File: src/rtl/elixir_pkg.sv
// ============================================================================
// Module  : elixir_pkg
// Brief   : Shared defaults, unit type and cost helper for the elixir bank.
// Revision: 1.0 - initial release
// ============================================================================
`default_nettype none

package elixir_pkg;

  localparam int c_num_ch        = 2;
  localparam int c_max_units     = 10;
  localparam int c_sub_per_unit  = 3;
  localparam int c_ticks_per_sub = 60;
  localparam int c_start_units   = 5;
  localparam int c_bar_x0        = 620;
  localparam int c_bar_pitch     = 20;
  localparam int c_bar_w         = 11;
  localparam int c_bar_y_bot     = 347;
  localparam int c_seg_h         = 11;
  localparam int c_uw            = $clog2(c_max_units + 1);

  typedef logic [c_uw-1:0] elixir_units_t;

  // Whole units to sub-units; 16 bits is wide enough that no legal cost wraps.
  function automatic logic [15:0] ceil_units(input logic [15:0] amt, input int spu);
    return amt * 16'(spu);
  endfunction

endpackage

`default_nettype wire

File: src/rtl/elixir_bank_if.sv
// ============================================================================
// Module  : elixir_bank_if
// Brief   : Spend handshake, status and HUD draw signals for all pools.
// Revision: 1.0 - initial release
// ============================================================================
`default_nettype none

interface elixir_bank_if
  import elixir_pkg::*;
#(
  parameter int NUM_CH = c_num_ch,
  parameter int UW     = c_uw
);
  logic [NUM_CH-1:0]         spend_req;
  logic [NUM_CH-1:0][UW-1:0] spend_amt;
  logic [NUM_CH-1:0]         spend_ack;
  logic [NUM_CH-1:0]         spend_nack;
  logic [NUM_CH-1:0][UW-1:0] units_out;
  logic [NUM_CH-1:0]         full;
  logic [9:0]                drawX;
  logic [9:0]                drawY;
  logic [NUM_CH-1:0]         bar_on;

  modport master (
    output spend_req, spend_amt, drawX, drawY,
    input  spend_ack, spend_nack, units_out, full, bar_on
  );

  modport slave (
    input  spend_req, spend_amt, drawX, drawY,
    output spend_ack, spend_nack, units_out, full, bar_on
  );
endinterface

`default_nettype wire

File: src/rtl/elixir_channel.sv
// ============================================================================
// Module  : elixir_channel
// Brief   : One elixir pool: regen pacing, spend handshake and HUD bar compare.
// Revision: 1.0 - initial release
// ============================================================================
`default_nettype none

module elixir_channel
  import elixir_pkg::*;
#(
  parameter int MAX_UNITS     = c_max_units,
  parameter int SUB_PER_UNIT  = c_sub_per_unit,
  parameter int TICKS_PER_SUB = c_ticks_per_sub,
  parameter int START_UNITS   = c_start_units,
  parameter int BAR_X0        = c_bar_x0,
  parameter int BAR_W         = c_bar_w,
  parameter int BAR_Y_BOT     = c_bar_y_bot,
  parameter int SEG_H         = c_seg_h,
  parameter int UW            = $clog2(MAX_UNITS + 1)
) (
  input  wire logic          clk,
  input  wire logic          reset,
  input  wire logic          active,
  input  wire logic          frame_tick,
  input  wire logic          regen_x2,
  input  wire logic          spend_req,
  input  wire logic [UW-1:0] spend_amt,
  input  wire logic [9:0]    drawX,
  input  wire logic [9:0]    drawY,
  output logic               spend_ack,
  output logic               spend_nack,
  output logic [UW-1:0]      units_out,
  output logic               full,
  output logic               bar_on
);

  localparam int c_cap = MAX_UNITS * SUB_PER_UNIT;
  localparam int c_sw  = $clog2(c_cap + 1);
  localparam int c_tw  = $clog2(TICKS_PER_SUB);

  logic [c_sw-1:0] r_sub;
  logic [c_tw-1:0] r_tick;
  logic            r_ack;
  logic            r_nack;

  logic [c_tw-1:0] w_period_m1;
  logic            w_regen;
  logic [15:0]     w_cost;
  logic            w_accept;
  logic [15:0]     w_sum;
  logic [c_sw-1:0] w_sub_next;
  logic [c_tw-1:0] w_tick_next;
  logic [15:0]     w_x;
  logic [15:0]     w_y;
  logic [15:0]     w_top;

  // ">=" lets a mid-period switch into 2x mode fire on the very next tick.
  assign w_period_m1 = regen_x2 ? c_tw'(TICKS_PER_SUB / 2 - 1) : c_tw'(TICKS_PER_SUB - 1);
  assign w_regen     = frame_tick && (r_tick >= w_period_m1);
  assign w_tick_next = w_regen ? '0 : (frame_tick ? r_tick + c_tw'(1) : r_tick);

  assign w_cost   = ceil_units(16'(spend_amt), SUB_PER_UNIT);
  assign w_accept = spend_req && (w_cost <= 16'(r_sub));

  // An accepted cost never exceeds r_sub, so the difference stays non-negative.
  assign w_sum      = 16'(r_sub) + 16'(w_regen) - (w_accept ? w_cost : 16'd0);
  assign w_sub_next = (w_sum > 16'(c_cap)) ? c_sw'(c_cap) : w_sum[c_sw-1:0];

  always_ff @(posedge clk or negedge reset) begin
    if (!reset) begin
      r_sub  <= c_sw'(START_UNITS * SUB_PER_UNIT);
      r_tick <= '0;
      r_ack  <= 1'b0;
      r_nack <= 1'b0;
    end else if (!active) begin
      r_sub  <= c_sw'(START_UNITS * SUB_PER_UNIT);
      r_tick <= '0;
      r_ack  <= 1'b0;
      r_nack <= 1'b0;
    end else begin
      r_sub  <= w_sub_next;
      r_tick <= w_tick_next;
      r_ack  <= w_accept;
      r_nack <= spend_req && !w_accept;
    end
  end

  assign spend_ack  = r_ack;
  assign spend_nack = r_nack;
  assign units_out  = UW'(r_sub / c_sw'(SUB_PER_UNIT));
  assign full       = (r_sub == c_sw'(c_cap));

  // Bar grows upward from BAR_Y_BOT, SEG_H rows per sub-unit.
  assign w_x   = 16'(drawX);
  assign w_y   = 16'(drawY);
  assign w_top = 16'(BAR_Y_BOT) - 16'(SEG_H) * 16'(r_sub);

  assign bar_on = active && (r_sub != '0)
               && (w_x >= 16'(BAR_X0)) && (w_x <= 16'(BAR_X0 + BAR_W - 1))
               && (w_y <= 16'(BAR_Y_BOT)) && (w_y > w_top);

endmodule

`default_nettype wire

File: src/rtl/elixir_bank.sv
// ============================================================================
// Module  : elixir_bank
// Brief   : Multi-player elixir bank; fans shared inputs out to each pool.
// Revision: 1.0 - initial release
// ============================================================================
`default_nettype none

module elixir_bank
  import elixir_pkg::*;
#(
  parameter int NUM_CH        = c_num_ch,
  parameter int MAX_UNITS     = c_max_units,
  parameter int SUB_PER_UNIT  = c_sub_per_unit,
  parameter int TICKS_PER_SUB = c_ticks_per_sub,
  parameter int START_UNITS   = c_start_units,
  parameter int BAR_X0        = c_bar_x0,
  parameter int BAR_PITCH     = c_bar_pitch,
  parameter int BAR_W         = c_bar_w,
  parameter int BAR_Y_BOT     = c_bar_y_bot,
  parameter int SEG_H         = c_seg_h
) (
  input  wire logic    clk,
  input  wire logic    reset,
  input  wire logic    active,
  input  wire logic    frame_tick,
  input  wire logic    regen_x2,
  elixir_bank_if.slave bus
);

  localparam int c_uw_local = $clog2(MAX_UNITS + 1);

  for (genvar c = 0; c < NUM_CH; c++) begin : g_ch
    elixir_channel #(
      .MAX_UNITS    (MAX_UNITS),
      .SUB_PER_UNIT (SUB_PER_UNIT),
      .TICKS_PER_SUB(TICKS_PER_SUB),
      .START_UNITS  (START_UNITS),
      .BAR_X0       (BAR_X0 + c * BAR_PITCH),
      .BAR_W        (BAR_W),
      .BAR_Y_BOT    (BAR_Y_BOT),
      .SEG_H        (SEG_H),
      .UW           (c_uw_local)
    ) u_channel (
      .clk        (clk),
      .reset      (reset),
      .active     (active),
      .frame_tick (frame_tick),
      .regen_x2   (regen_x2),
      .spend_req  (bus.spend_req[c]),
      .spend_amt  (bus.spend_amt[c]),
      .drawX      (bus.drawX),
      .drawY      (bus.drawY),
      .spend_ack  (bus.spend_ack[c]),
      .spend_nack (bus.spend_nack[c]),
      .units_out  (bus.units_out[c]),
      .full       (bus.full[c]),
      .bar_on     (bus.bar_on[c])
    );
  end

endmodule

`default_nettype wire

File: src/flat_wrapper.sv
// flat-port wrapper written by rule: the top's interface ports become plain ports
module elixir_bank_flat import elixir_pkg::*;
#(
  parameter int NUM_CH        = c_num_ch,
  parameter int MAX_UNITS     = c_max_units,
  parameter int SUB_PER_UNIT  = c_sub_per_unit,
  parameter int TICKS_PER_SUB = c_ticks_per_sub,
  parameter int START_UNITS   = c_start_units,
  parameter int BAR_X0        = c_bar_x0,
  parameter int BAR_PITCH     = c_bar_pitch,
  parameter int BAR_W         = c_bar_w,
  parameter int BAR_Y_BOT     = c_bar_y_bot,
  parameter int SEG_H         = c_seg_h
)
  (clk, reset, active, frame_tick, regen_x2, bus_spend_req, bus_spend_amt, bus_drawX, bus_drawY, bus_spend_ack, bus_spend_nack, bus_units_out, bus_full, bus_bar_on);
  elixir_bank_if #(.NUM_CH(NUM_CH), .UW(4)) bus_i ();
  input  wire logic clk;
  input  wire logic reset;
  input  wire logic active;
  input  wire logic frame_tick;
  input  wire logic regen_x2;
  input wire logic [$bits(bus_i.spend_req)-1:0] bus_spend_req;
  input wire logic [$bits(bus_i.spend_amt)-1:0] bus_spend_amt;
  input wire logic [$bits(bus_i.drawX)-1:0] bus_drawX;
  input wire logic [$bits(bus_i.drawY)-1:0] bus_drawY;
  output wire logic [$bits(bus_i.spend_ack)-1:0] bus_spend_ack;
  output wire logic [$bits(bus_i.spend_nack)-1:0] bus_spend_nack;
  output wire logic [$bits(bus_i.units_out)-1:0] bus_units_out;
  output wire logic [$bits(bus_i.full)-1:0] bus_full;
  output wire logic [$bits(bus_i.bar_on)-1:0] bus_bar_on;
  assign bus_i.spend_req = bus_spend_req;
  assign bus_i.spend_amt = bus_spend_amt;
  assign bus_i.drawX = bus_drawX;
  assign bus_i.drawY = bus_drawY;
  assign bus_spend_ack = bus_i.spend_ack;
  assign bus_spend_nack = bus_i.spend_nack;
  assign bus_units_out = bus_i.units_out;
  assign bus_full = bus_i.full;
  assign bus_bar_on = bus_i.bar_on;
  elixir_bank #(.NUM_CH(NUM_CH), .MAX_UNITS(MAX_UNITS), .SUB_PER_UNIT(SUB_PER_UNIT), .TICKS_PER_SUB(TICKS_PER_SUB), .START_UNITS(START_UNITS), .BAR_X0(BAR_X0), .BAR_PITCH(BAR_PITCH), .BAR_W(BAR_W), .BAR_Y_BOT(BAR_Y_BOT), .SEG_H(SEG_H)) u_core (.clk(clk), .reset(reset), .active(active), .frame_tick(frame_tick), .regen_x2(regen_x2), .bus(bus_i));
endmodule
File: config.mk
export PLATFORM = sky130hd
export DESIGN_NAME = elixir_bank_flat
export DESIGN_NICKNAME = d
export VERILOG_FILES = /design/src/rtl/elixir_pkg.sv /design/src/rtl/elixir_bank_if.sv /design/src/rtl/elixir_channel.sv /design/src/rtl/elixir_bank.sv /design/src/flat_wrapper.sv
export SDC_FILE = /design/constraint.sdc
export NUM_CORES = 1
export LEC_CHECK = 0
export BUFFER_PORTS_ARGS = -buffer_cell sky130_fd_sc_hd__clkbuf_2
export CAP_MARGIN = 20
export CORE_AREA = 2 2 118 120
export CTS_CLUSTER_SIZE = 8
export DETAILED_ROUTE_END_ITERATION = 6
export DIE_AREA = 0 0 120 122
export HOLD_SLACK_MARGIN = 0.1
export PLACE_DENSITY_LB_ADDON = 0.1
export SETUP_SLACK_MARGIN = 0.15
export SYNTH_ARGS = -nofsm -noshare
export SYNTH_HDL_FRONTEND = slang
export SYNTH_SLANG_ARGS = --single-unit
export TNS_END_PERCENT = 20
File: constraint.sdc
create_clock -name clk -period 3.65 [get_ports clk]
set_input_delay 0.365 -clock clk [delete_from_list [all_inputs] [get_ports clk]]
set_output_delay 0.365 -clock clk [all_outputs]
set_load 0.02 [all_outputs]
==> results of run 1 <==
==> cells in the mapped netlist, drive strengths merged, types with 3 or more instances <==
cell type  count
or3            4
nand3         12
o21a           6
dfstp          8
a311o          3
a21o          12
xnor2         20
o22ai          4
or2            5
mux4           4
nor2b         15
inv           62
nor3          10
o21ai          9
o31ai          3
nor4b          3
nand3b         6
nand2         45
nor2          34
o211ai         7
ha           112
and2           6
a21oi         37
buf           17
dfrtp         18
o21bai         8
fa             8
o311a          3
o2111ai        3
clkbuf         4
o311ai         3
nand4          7
xor2          12
a31oi          9
a211oi         3
nand2b         6
==> metal layers <==
metal,up-vias,share of wire [%],GRT usage (%)
met5,-,0,0
met4,0,0.57,1.99
met3,8,2.8,1.17
met2,63,48,27.3
met1,1962,49,20.8
li1,2160,-,-
==> logic make-up (layout without fill, tap and decap cells) <==
kind of cell             Yosys count  in the layout  synth area share, %
flip-flops                        26             26                 14.4
AND/OR/NAND/NOR                  160            160                 17.8
XOR/XNOR                          32             32                 6.09
AO/OA/AOI/OAI                    119            119                 18.0
other                              1              2               0.0815
multiplexers                       4              4                 1.96
adder cells (fa/ha/maj)          120            120                 33.9
buffers and inverters             83            204                 7.78
==> sequential cells by signal, summed over array words and instances, names as in the netlist <==
register and cells:
u_core.g_ch.u_channel.spend_nack 2, u_core.g_ch.u_channel.spend_ack 2, u_core.g_ch.u_channel.r_sub 10, u_core.g_ch.u_channel.r_tick 12
==> through the flow <==
stage	setup TNS, ns	cell area (um^2)
floorplan	-2.75	4650
global placement	-5.72	5600
detailed placement	-6.41	5600
CTS	-3.84	5850
global route	-5.45	6100
finish	-2.91	6100
==> final cells by class <==
cell class | count | area share (%)
clock buffer | 3 | 1.23
clock inverter | 1 | 0.492
inverter | 62 | 3.82
multi-input combinational | 437 | 64.7
sequential | 26 | 10.8
tap | 180 | 3.69
timing repair buffer | 138 | 15.3
==> repair_timing <==
action / in CTS / in global routing
gates resized for setup: 23 / 40
setup buffers: 5 / 4
hold buffers: 0 / 0
endpoints found under the setup margin: 12 / 14
pin swaps: 19 / 32
==> layout by cell type (no fill, tap or decap), types with 4 or more instances in the layout <==
cell	netlist	routed
a21o_1	12	12
a21oi_1	35	25
a21oi_2	2	12
a31oi_1	7	7
and2_1	6	6
buf_4	11	86
buf_6	0	4
clkbuf_2	0	48
dfrtp_1	18	18
dfstp_2	8	8
fa_2	0	6
ha_1	112	91
ha_2	0	8
ha_4	0	13
inv_1	62	54
inv_2	0	8
mux4_2	4	4
nand2_1	45	44
nand2b_1	6	6
nand3_1	12	11
nand3b_1	6	6
nand4_1	7	7
nor2_1	34	34
nor2b_1	15	15
nor3_1	10	7
o211ai_1	7	7
o21a_1	6	6
o21ai_0	8	6
o21bai_1	8	8
or2_2	5	4
or3_1	4	4
xnor2_1	20	17
xor2_1	12	11
==> worst max-delay path by stage <==
| stage | start | end |
|---|---|---|
| after floorplan | bus_spend_amt[4] | u_core.g_ch[1].u_channel.r_sub[0] |
| after global placement | u_core.g_ch[1].u_channel.r_sub[1] | bus_bar_on[1] |
| after detailed placement | bus_spend_amt[5] | u_core.g_ch[1].u_channel.r_sub[0] |
| after CTS | u_core.g_ch[0].u_channel.r_sub[1] | bus_bar_on[0] |
| after global routing | u_core.g_ch[0].u_channel.r_sub[1] | bus_bar_on[0] |
| final | u_core.g_ch[0].u_channel.r_sub[1] | bus_bar_on[0] |
==> impl_results.md, run 1 <==
* Worst reg2reg path startpoint: u_core.g_ch[1].u_channel.r_sub[1]
* Post-synth EDFFs at 0
* Clk slew on worst S/H paths at 0.07 ns
* DP HPWL at 9.34 mm
* Final max-slew violation count at 0
* Overall Global Routing Usage at 15.3%
* Part of the Yosys area used for sequential elements at 14.4%
* Crit-path max FO at 4
* Placed insts at 834
* Required @ worst endpoint at 3.28 ns
* WL final at 11.4 mm
* Die Span X at 120 um
* Area Overhead vs Synth at 32.5%
* Worst hold slack at 0.123 ns
* Slew at the pin with the worst max-slew slack at 0.650 ns
* Seq cells post-synth at 26
* Endpoints failing setup at 12
* Num rows at 43
* Worst path max stage delay at about 0.60 ns
* Main synth FF type: dfrtp_1
* Max Root-Sink Buffers at 2
* Skew-Pair Late Insertion Delay at 0.26 ns
* Worst clock skew at 0.00295 ns
* Crit-path cells: ha_4 > inv_2 > fa_1 > ha_4 > a21oi_2 > nor2_1 > nor2_1 > nor2b_1 > nor3_2 > xnor2_1 > ha_1 > nand4_1 > nor3_1 > or4_4 > a221oi_2 > buf_4
* Die footprint at 14600 um^2
* Post-Route Utilization at 45.2%
* Status: finished, violations left
* Kind of cell adding the most delay to the critical path: adder cells
* Antenna violations before repair at 0
* Achievable Freq at approximately 240 MHz
* DR pass1 iterations at 4
* Violations in the final reports: setup timing
* Gpl congestion at 0.849
* Area leader, netlist: ha_1
* Layout cell share with drive strength beyond 1 at between 30% and 40%
* Post-DRT Antenna Nets at 0
* Worst path slowest cell: dfstp_2
* Initial DRC Count at just over 200
* Distinct cell type count after synthesis at between 50 and 60
* Max_slew headroom at between 50% and 60%
* CP endpoint kind: output pin
* Top post-synthesis cells by area: ha_1 (30%), dfrtp_1 (9.8%), inv_1 (5.1%)
* CP Launch Type: flip-flop
* IO Count at 51
* RR Endpoint: u_core.g_ch[1].u_channel.r_sub[0]
* Crit Path Category: flip-flop to output pin
* Clk root buf: clkbuf_16
* Post-Place Setup Slack at -0.705 ns
* CTS tree: built
* Post-Syn Area per Cell at 8.44 um^2
* Final Hold Vio Count at 0
* R2R Setup Slk at -0.36 ns
* Initial Util at 34.1%
* Min Clock Period, post-route at 4.09 ns
* Ant diodes at 0
* Filler instances at 1332
* Tcrit/Tclk final at 112%
* Grt total ovfl at 0
* Warnings from Yosys at 0
* HP Class: input port to async pin
* Core Area at 13500 um^2
* Average wire per standard cell at 13.5 um
* DR vias at 4193
* CTS buffer count at 3
* Nets at 823
* Multi-input gate area in the final layout at 3950 um^2
* Largest net degree at the start of global routing at 27
* Max cap viols at 0
* Arrival @ worst endpoint at 3.73 ns
* Levels on crit path at 16
* Reg2reg path depth at 17
* Vias/cell at 4.95
* Sink Count at 26
* Asr flop ratio synth at 100%
* IO buf count at 50
* Worst setup margin at -0.444 ns
* First-pass GRT wire length at between 15 and 20 mm
* Top-area cell type share of the netlist area at a little under a third
* Synth Instances at 545
* Finished Layout Cells at around 850
* Synth Cell Area at 4600 um^2
* DRC at 0
* DIE HEIGHT at 122 um
* Vias in the first global route at 4121
* H-tree Lvls at 1
* RSZ-0062 raised after global routing: true
* Worst Path Buf+Inv at 2
* Storage element area at 661 um^2
Power of run 1 is not shown: default switching activity piles up to over one toggle a cycle in this logic, so the estimate is an artifact.
==> run 2: changes to the inputs <==
--- a/config.mk
+++ b/config.mk
@@ -11,6 +11,7 @@
 export CTS_CLUSTER_SIZE = 8
 export DETAILED_ROUTE_END_ITERATION = 6
 export DIE_AREA = 0 0 120 122
+export GPL_TIMING_DRIVEN = 0
 export HOLD_SLACK_MARGIN = 0.1
 export PLACE_DENSITY_LB_ADDON = 0.1
 export SETUP_SLACK_MARGIN = 0.15
==> run 2 against run 1 <==
Net effect: the run still ends with setup timing left; register-to-register slack got worse by 0.02 ns; cell area shrank 5.0%; utilization is 2.2 points lower; wire length down 1.1%; non-clock buffer count down 40; count of clock-buffer cells in the layout unchanged; clock skew about the same; final cell count decreased by 4.7%.
==> impl_results.md, run 2 (same netlist as run 1, synthesis figures left out) <==
* Vias in the first global route at 4077
* DP HPWL at 8.73 mm
* WL final at 11.3 mm
* Clk slew on worst S/H paths at about 0.070 ns
* Status: finished, violations left
* Clk root buf: clkbuf_16
* IO buf count at 49
* Endpoints failing setup at 12
* Largest Register: u_core.g_ch.u_channel.r_tick
* DRC at 0
* Overall Global Routing Usage at between 10% and 20%
* Vias/cell at 5.09
* Antenna violations before repair at 0
* DR pass1 iterations at 4
* DIE HEIGHT at ~120 um
* Post-DRT Antenna Nets at 0
* Grt total ovfl at 0
* Initial DRC Count at 184
* CTS tree: built
* Max cap viols at 0
* Most used cell, CP: ha_1
* Worst path slowest cell: dfstp_2
* Die footprint at roughly 15000 um^2
* Area Overhead vs Synth at 26.0%
* Skew-Pair Late Insertion Delay at around 0.26 ns
* Worst reg2reg path startpoint: u_core.g_ch[1].u_channel.r_sub[1]
* Achievable Freq at 239 MHz
* Largest net degree at the start of global routing at 27
* Worst path max stage delay at 0.57 ns
* Worst hold slack at 0.125 ns
* Min Clock Period, post-route at between 4 and 5 ns
* Placed inst area at 5120 um^2
* CP endpoint kind: output pin
* Crit Path Category: flip-flop to output pin
* Initial Util at 34.1%
* Max Root-Sink Buffers at 2
* CP Launch Type: flip-flop
* Tcrit/Tclk final at 115%
* Largest register FFs at 12
* Final max-slew violation count at 0
* Worst setup margin at -0.541 ns
* First-pass GRT wire length at around 19 mm
* Crit-path cells: buf_6 > ha_4 > ha_1 > inv_2 > ha_1 > a21o_1 > a21oi_2 > o21bai_1 > a21oi_2 > xnor2_1 > ha_1 > nand4_1 > nor3_1 > or4_4 > a221oi_2 > buf_4 > clkbuf_8
* Placed insts at ~780
* Finished Layout Cells at 807
* Average wire per standard cell at 14.0 um
* Worst Path Buf+Inv at 4
* IO Count at 51
* Ant diodes at 0
* Final Hold Vio Count at 0
* Core Area at 13500 um^2
* H-tree Lvls at 1
* RSZ-0062 raised after global routing: true
* Arrival @ worst endpoint at 3.83 ns
* Required @ worst endpoint at 3.28 ns
* HP Class: input port to async pin
* Kind of cell adding the most delay to the critical path: adder cells
* Largest regs: u_core.g_ch.u_channel.r_tick x12, u_core.g_ch.u_channel.r_sub x10
* Slew at the pin with the worst max-slew slack at 0.689 ns
* Max_slew headroom at roughly 53%
* RR Endpoint: u_core.g_ch[1].u_channel.r_sub[0]
* Worst clock skew at 0.00333 ns
* Violations in the final reports: setup timing
* Post-route cell area at approximately 5800 um^2
* Die Span X at 120 um
* Crit-path max FO at 3
* Layout cell share with drive strength beyond 1 at 29.3%
* DR vias at 4107
* Nets at 783
* CTS buffer count at 3
* Most frequent cells in the layout: ha_1 (98), inv_1 (48), clkbuf_2 (47)
* R2R Setup Slk at -0.38 ns
* Num rows at 43
* Sink Count at 26
* Commonest non-fill, non-tap cell in the layout: ha_1
* Reg2reg path depth at 17
* Gpl congestion at 0.886
* Post-cts hold buffer count at 0
==> run 2: worst reg2reg max path, cell delays in order (launching register included) <==
cell,delay (ns)
dfstp_2,0.62
inv_4,0.07
ha_1,0.30
nor2b_1,0.13
o21a_1,0.17
o21ai_1,0.20
a21oi_2,0.12
nor4b_4,0.36
and2_1,0.18
ha_1,0.13
inv_1,0.04
ha_2,0.18
fa_2,0.38
a21o_1,0.18
a21oi_2,0.15
xor2_1,0.10
or4_1,0.40
a31o_2,0.25
==> run 2: final cells by class <==
| class | instances | area [um^2] |
|---|---|---|
| fillers | 1392 | 7710 |
| well taps | 180 | 225 |
| inverters | 62 | 244 |
| flip-flops and latches | 26 | 663 |
| plain buffers | 21 | 146 |
| clock buffers | 3 | 75.1 |
| clock inverters | 1 | 30.0 |
| repair buffers | 77 | 485 |
| multi-input cells | 437 | 3930 |
==> run 2: worst max path at each step <==
stage,startpoint,endpoint,slack (ns),cells past startpoint
2_1_floorplan,bus_spend_amt[4],u_core.g_ch[1].u_channel.r_sub[0],-0.38,19
3_3_place_gp,bus_spend_amt[0],u_core.g_ch[0].u_channel.r_sub[3],-0.88,19
3_5_place_dp,bus_spend_amt[0],u_core.g_ch[0].u_channel.r_sub[2],-0.94,19
4_1_cts,u_core.g_ch[1].u_channel.r_sub[2],bus_bar_on[1],-0.61,17
5_1_grt,u_core.g_ch[0].u_channel.r_sub[2],bus_bar_on[0],-0.75,17
6_report,u_core.g_ch[0].u_channel.r_sub[2],bus_bar_on[0],-0.54,17
==> run 2: repair_timing <==
item / CTS / global route
resized for setup: 47 / 31
pin swaps: 24 / 31
setup endpoints to repair: 14 / 14
setup buffers: 21 / 7
==> run 2: through the flow <==
stage                     setup slack (ns)  TNS (ns)  utilization (%)
after global placement              -0.877     -8.88             37.9
after CTS                           -0.609     -4.66             41.5
final                               -0.541     -4.30             42.9
after global routing                -0.746     -7.30             42.9
after floorplan                     -0.380     -2.75                -
after detailed placement            -0.941     -9.60             37.9
==> run 2: metal layers <==
metal	global-route usage [%]	wire length, um
met1	21.0	5510
met2	27.4	5340
met3	0.796	301
met4	3.31	131
met5	0	0
Power of run 2 is left out for the same reason.
==> run 3: changes to the inputs <==
--- a/config.mk
+++ b/config.mk
@@ -5,12 +5,13 @@
 export SDC_FILE = /design/constraint.sdc
 export NUM_CORES = 1
 export LEC_CHECK = 0
+export ABC_AREA = 1
 export BUFFER_PORTS_ARGS = -buffer_cell sky130_fd_sc_hd__clkbuf_2
 export CAP_MARGIN = 20
-export CORE_AREA = 2 2 118 120
+export CORE_AREA = 2 2 116 118
 export CTS_CLUSTER_SIZE = 8
 export DETAILED_ROUTE_END_ITERATION = 6
-export DIE_AREA = 0 0 120 122
+export DIE_AREA = 0 0 118 120
 export GPL_TIMING_DRIVEN = 0
 export HOLD_SLACK_MARGIN = 0.1
 export PLACE_DENSITY_LB_ADDON = 0.1
==> run 3 against run 2 <==
Net effect: the run still ends with setup timing left; count of clock-buffer cells in the layout stayed put; global-route usage is 0.44 points lower; cell area is 3.7% lower; final cell count is 5.8% higher; sequential share of layout area is 0.48 points higher; flip-flop and latch count stayed put; critical path type unchanged.
==> impl_results.md, run 3 <==
* Status: finished, violations left
* Violations in the final reports: setup timing
* Post-Route Utilization at 43.0%
* Max_slew headroom at 56.7%
* Finished Layout Cells at 854
* Overall Global Routing Usage at between 10% and 20%
* Largest net degree at the start of global routing at 27
* Synth Cell Area at between 4000 and 5000 um^2
* Worst path max stage delay at 0.67 ns
* Post-route setup TNS at -1.72 ns
* Most instantiated cells after synthesis: inv_1 (118), ha_1 (112), nand2_1 (83), a21oi_1 (45), nor2_1 (45)
* Core Area at 13000 um^2
* Slew at the pin with the worst max-slew slack at around 0.65 ns
* Sink Count at 26
* Kind of cell adding the most delay to the critical path: adder cells
* DRC at 0
* Min Clock Period, post-route at 4.03 ns
* R2R Setup Slk at -0.17 ns
* Largest register FFs at 12
* Grt total ovfl at 0
* RR Endpoint: u_core.g_ch[1].u_channel.r_sub[3]
* Crit-path cells: ha_4 > inv_2 > fa_1 > ha_4 > nand3_2 > nand2_2 > a21oi_4 > o21ai_2 > xor2_1 > ha_1 > nand4_1 > nor2_1 > nor3_1 > nand3_1 > a21oi_2 > buf_4 > buf_8
* Worst setup margin at -0.376 ns
* Initial DRC Count at 107
* DR pass1 iterations at 4
* H-tree Lvls at 1
* Crit-path max FO at 4
* Tcrit/Tclk final at 110%
* Top post-synthesis cells by area: ha_1 (32%), dfrtp_1 (10%), inv_1 (10%)
* Average wire per standard cell at between 10 and 15 um
* Post-cts hold buffer count at 0
* Antenna violations before repair at 0
* Synth Instances at 597
* Worst clock skew at 0.00345 ns
* Post-synth EDFFs at 0
* Achievable Freq at 248 MHz
* DR vias at 3979
* Area Overhead vs Synth at 26.2%
* Gpl congestion at roughly 0.85
* Post-DRT Antenna Nets at 0
* Most frequent cells in the layout: inv_1 (110), ha_1 (97), nand2_1 (76)
* CTS buffer count at 3
* IO Count at between 50 and 60
* Seq cells post-synth at 26
* Reg2reg path depth at 22
* Clk root buf: clkbuf_16
* Largest Register: u_core.g_ch.u_channel.r_tick
* Top-area cell type share of the netlist area at about a third
* Die footprint at 14200 um^2
* Max cap viols at 0
* Crit Path Category: flip-flop to output pin
* Top-count cell post-synth: inv_1
* Warnings from Yosys at 0
* Most used cell, CP: ha_4
* Endpoints failing setup at 11
* Max Root-Sink Buffers at 2
* WL final at 10.4 mm
* Die Span X at 118 um
* Ant diodes at 0
* Layout cell share with drive strength beyond 1 at 28.2%
* Filler instances at 1389
* DP HPWL at 8.32 mm
* Post-Place Setup Slack at -0.445 ns
* Arrival @ worst endpoint at about 3.7 ns
* CP endpoint kind: output pin
* Worst Path Buf+Inv at 3
* Main synth FF type: dfrtp_1
* Distinct cell type count after synthesis at 40
* Part of the Yosys area used for sequential elements at between 10% and 20%
* Final max-slew violation count at 0
* Skew-Pair Late Insertion Delay at ~0.26 ns
* CTS tree: built
* RSZ-0062 raised after global routing: true
* Largest regs: u_core.g_ch.u_channel.r_tick x12, u_core.g_ch.u_channel.r_sub x10
* Num rows at 42
* HP Class: input port to async pin
* Vias in the first global route at between 3000 and 4000
* Placed insts at just over 800
* Post-Syn Area per Cell at between 7 and 8 um^2
* CP Launch Type: flip-flop
* Commonest non-fill, non-tap cell in the layout: inv_1
* Asr flop ratio synth at 100%
* Nets at 834
* IO buf count at 48
* Area leader, netlist: ha_1
* DIE HEIGHT at roughly 120 um
* Required @ worst endpoint at about 3.3 ns
* Clk slew on worst S/H paths at approximately 0.07 ns
* Initial Util at between 30% and 40%
* Final Hold Vio Count at 0
* Worst reg2reg path startpoint: u_core.g_ch[1].u_channel.r_sub[1]
* Worst path slowest cell: dfstp_4
* Vias/cell at ~4.7
* First-pass GRT wire length at 18.0 mm
==> run 3: cell types whose count changed after synthesis, sizes merged, moves of 12 or more <==
cell   before  now
nand3      12   39
nand2      45   97
o21ai       9   23
nor2b      15    0
inv        62  120
nor2       34   47
xnor2      20    8
==> run 3: kinds of logic after synthesis <==
family                   count (synthesis)  share of synthesized area [%]
buffers and inverters                  134                           12.1
adder cells (fa/ha/maj)                120                           35.3
XOR/XNOR                                26                           5.15
AND/OR/NAND/NOR                        197                           20.1
other                                    1                         0.0848
flip-flops                              26                           14.9
AO/OA/AOI/OAI                           93                           12.3
==> run 3: worst reg2reg max path, stage by stage (launching register included) <==
cell	delay, ns
dfstp_4	0.67
clkinvlp_4	0.12
buf_4	0.17
ha_4	0.24
a21oi_2	0.12
nor2_1	0.05
o211ai_1	0.15
nand2_1	0.09
a21oi_2	0.17
nand2_2	0.10
nor2_2	0.09
ha_1	0.13
inv_1	0.04
ha_2	0.18
fa_2	0.41
a21oi_2	0.16
o21ai_2	0.08
xor2_1	0.16
inv_1	0.08
a21oi_2	0.11
o211ai_1	0.16
nor2_1	0.20
nand2_1	0.08
==> run 3: timing repair <==
item | 4_1_cts | 5_1_grt
endpoints found under the setup margin | 13 | 14
pin swaps | 36 | 37
gates resized for setup | 41 | 29
setup buffers | 24 | 4
==> run 3: metrics by stage <==
stage	cell area (um^2)	hold WS [ns]
after floorplan	4530	0.0694
after global placement	4990	0.425
after detailed placement	4990	0.436
after CTS	5450	0.150
after global routing	5580	0.190
final	5580	0.119
==> run 3: worst max-delay path by stage <==
stage	startpoint	to	slack (ns)	depth (start not counted)
floorplan	bus_spend_amt[0]	u_core.g_ch[0].u_channel.r_sub[1]	0.08	25
global placement	bus_spend_amt[6]	u_core.g_ch[1].u_channel.r_sub[3]	-0.43	22
detailed placement	u_core.g_ch[1].u_channel.r_sub[1]	bus_bar_on[1]	-0.45	17
CTS	u_core.g_ch[1].u_channel.r_sub[1]	bus_bar_on[1]	-0.36	17
global route	u_core.g_ch[1].u_channel.r_sub[1]	bus_bar_on[1]	-0.53	17
finish	u_core.g_ch[1].u_channel.r_sub[1]	bus_bar_on[1]	-0.38	17
==> run 3: area by class of cell <==
cell class                 count  area [um^2]  area share [%]
multi-input combinational    438         3570            64.0
sequential                    26          666            11.9
timing repair buffer          76          475            8.51
inverter                     122          465            8.34
tap                          176          220            3.94
buffer                        12         77.6            1.39
clock buffer                   3         75.1            1.34
clock inverter                 1         30.0           0.538
==> run 3: metal layers <==
metal	vias up	GRT usage [%]	wire, um
li1	2106	-	-
met1	1831	20.9	5230
met2	35	26.5	4970
met3	7	1.09	150
met4	0	1.58	50
met5	-	0	0
Power of run 3 is left out for the same reason.
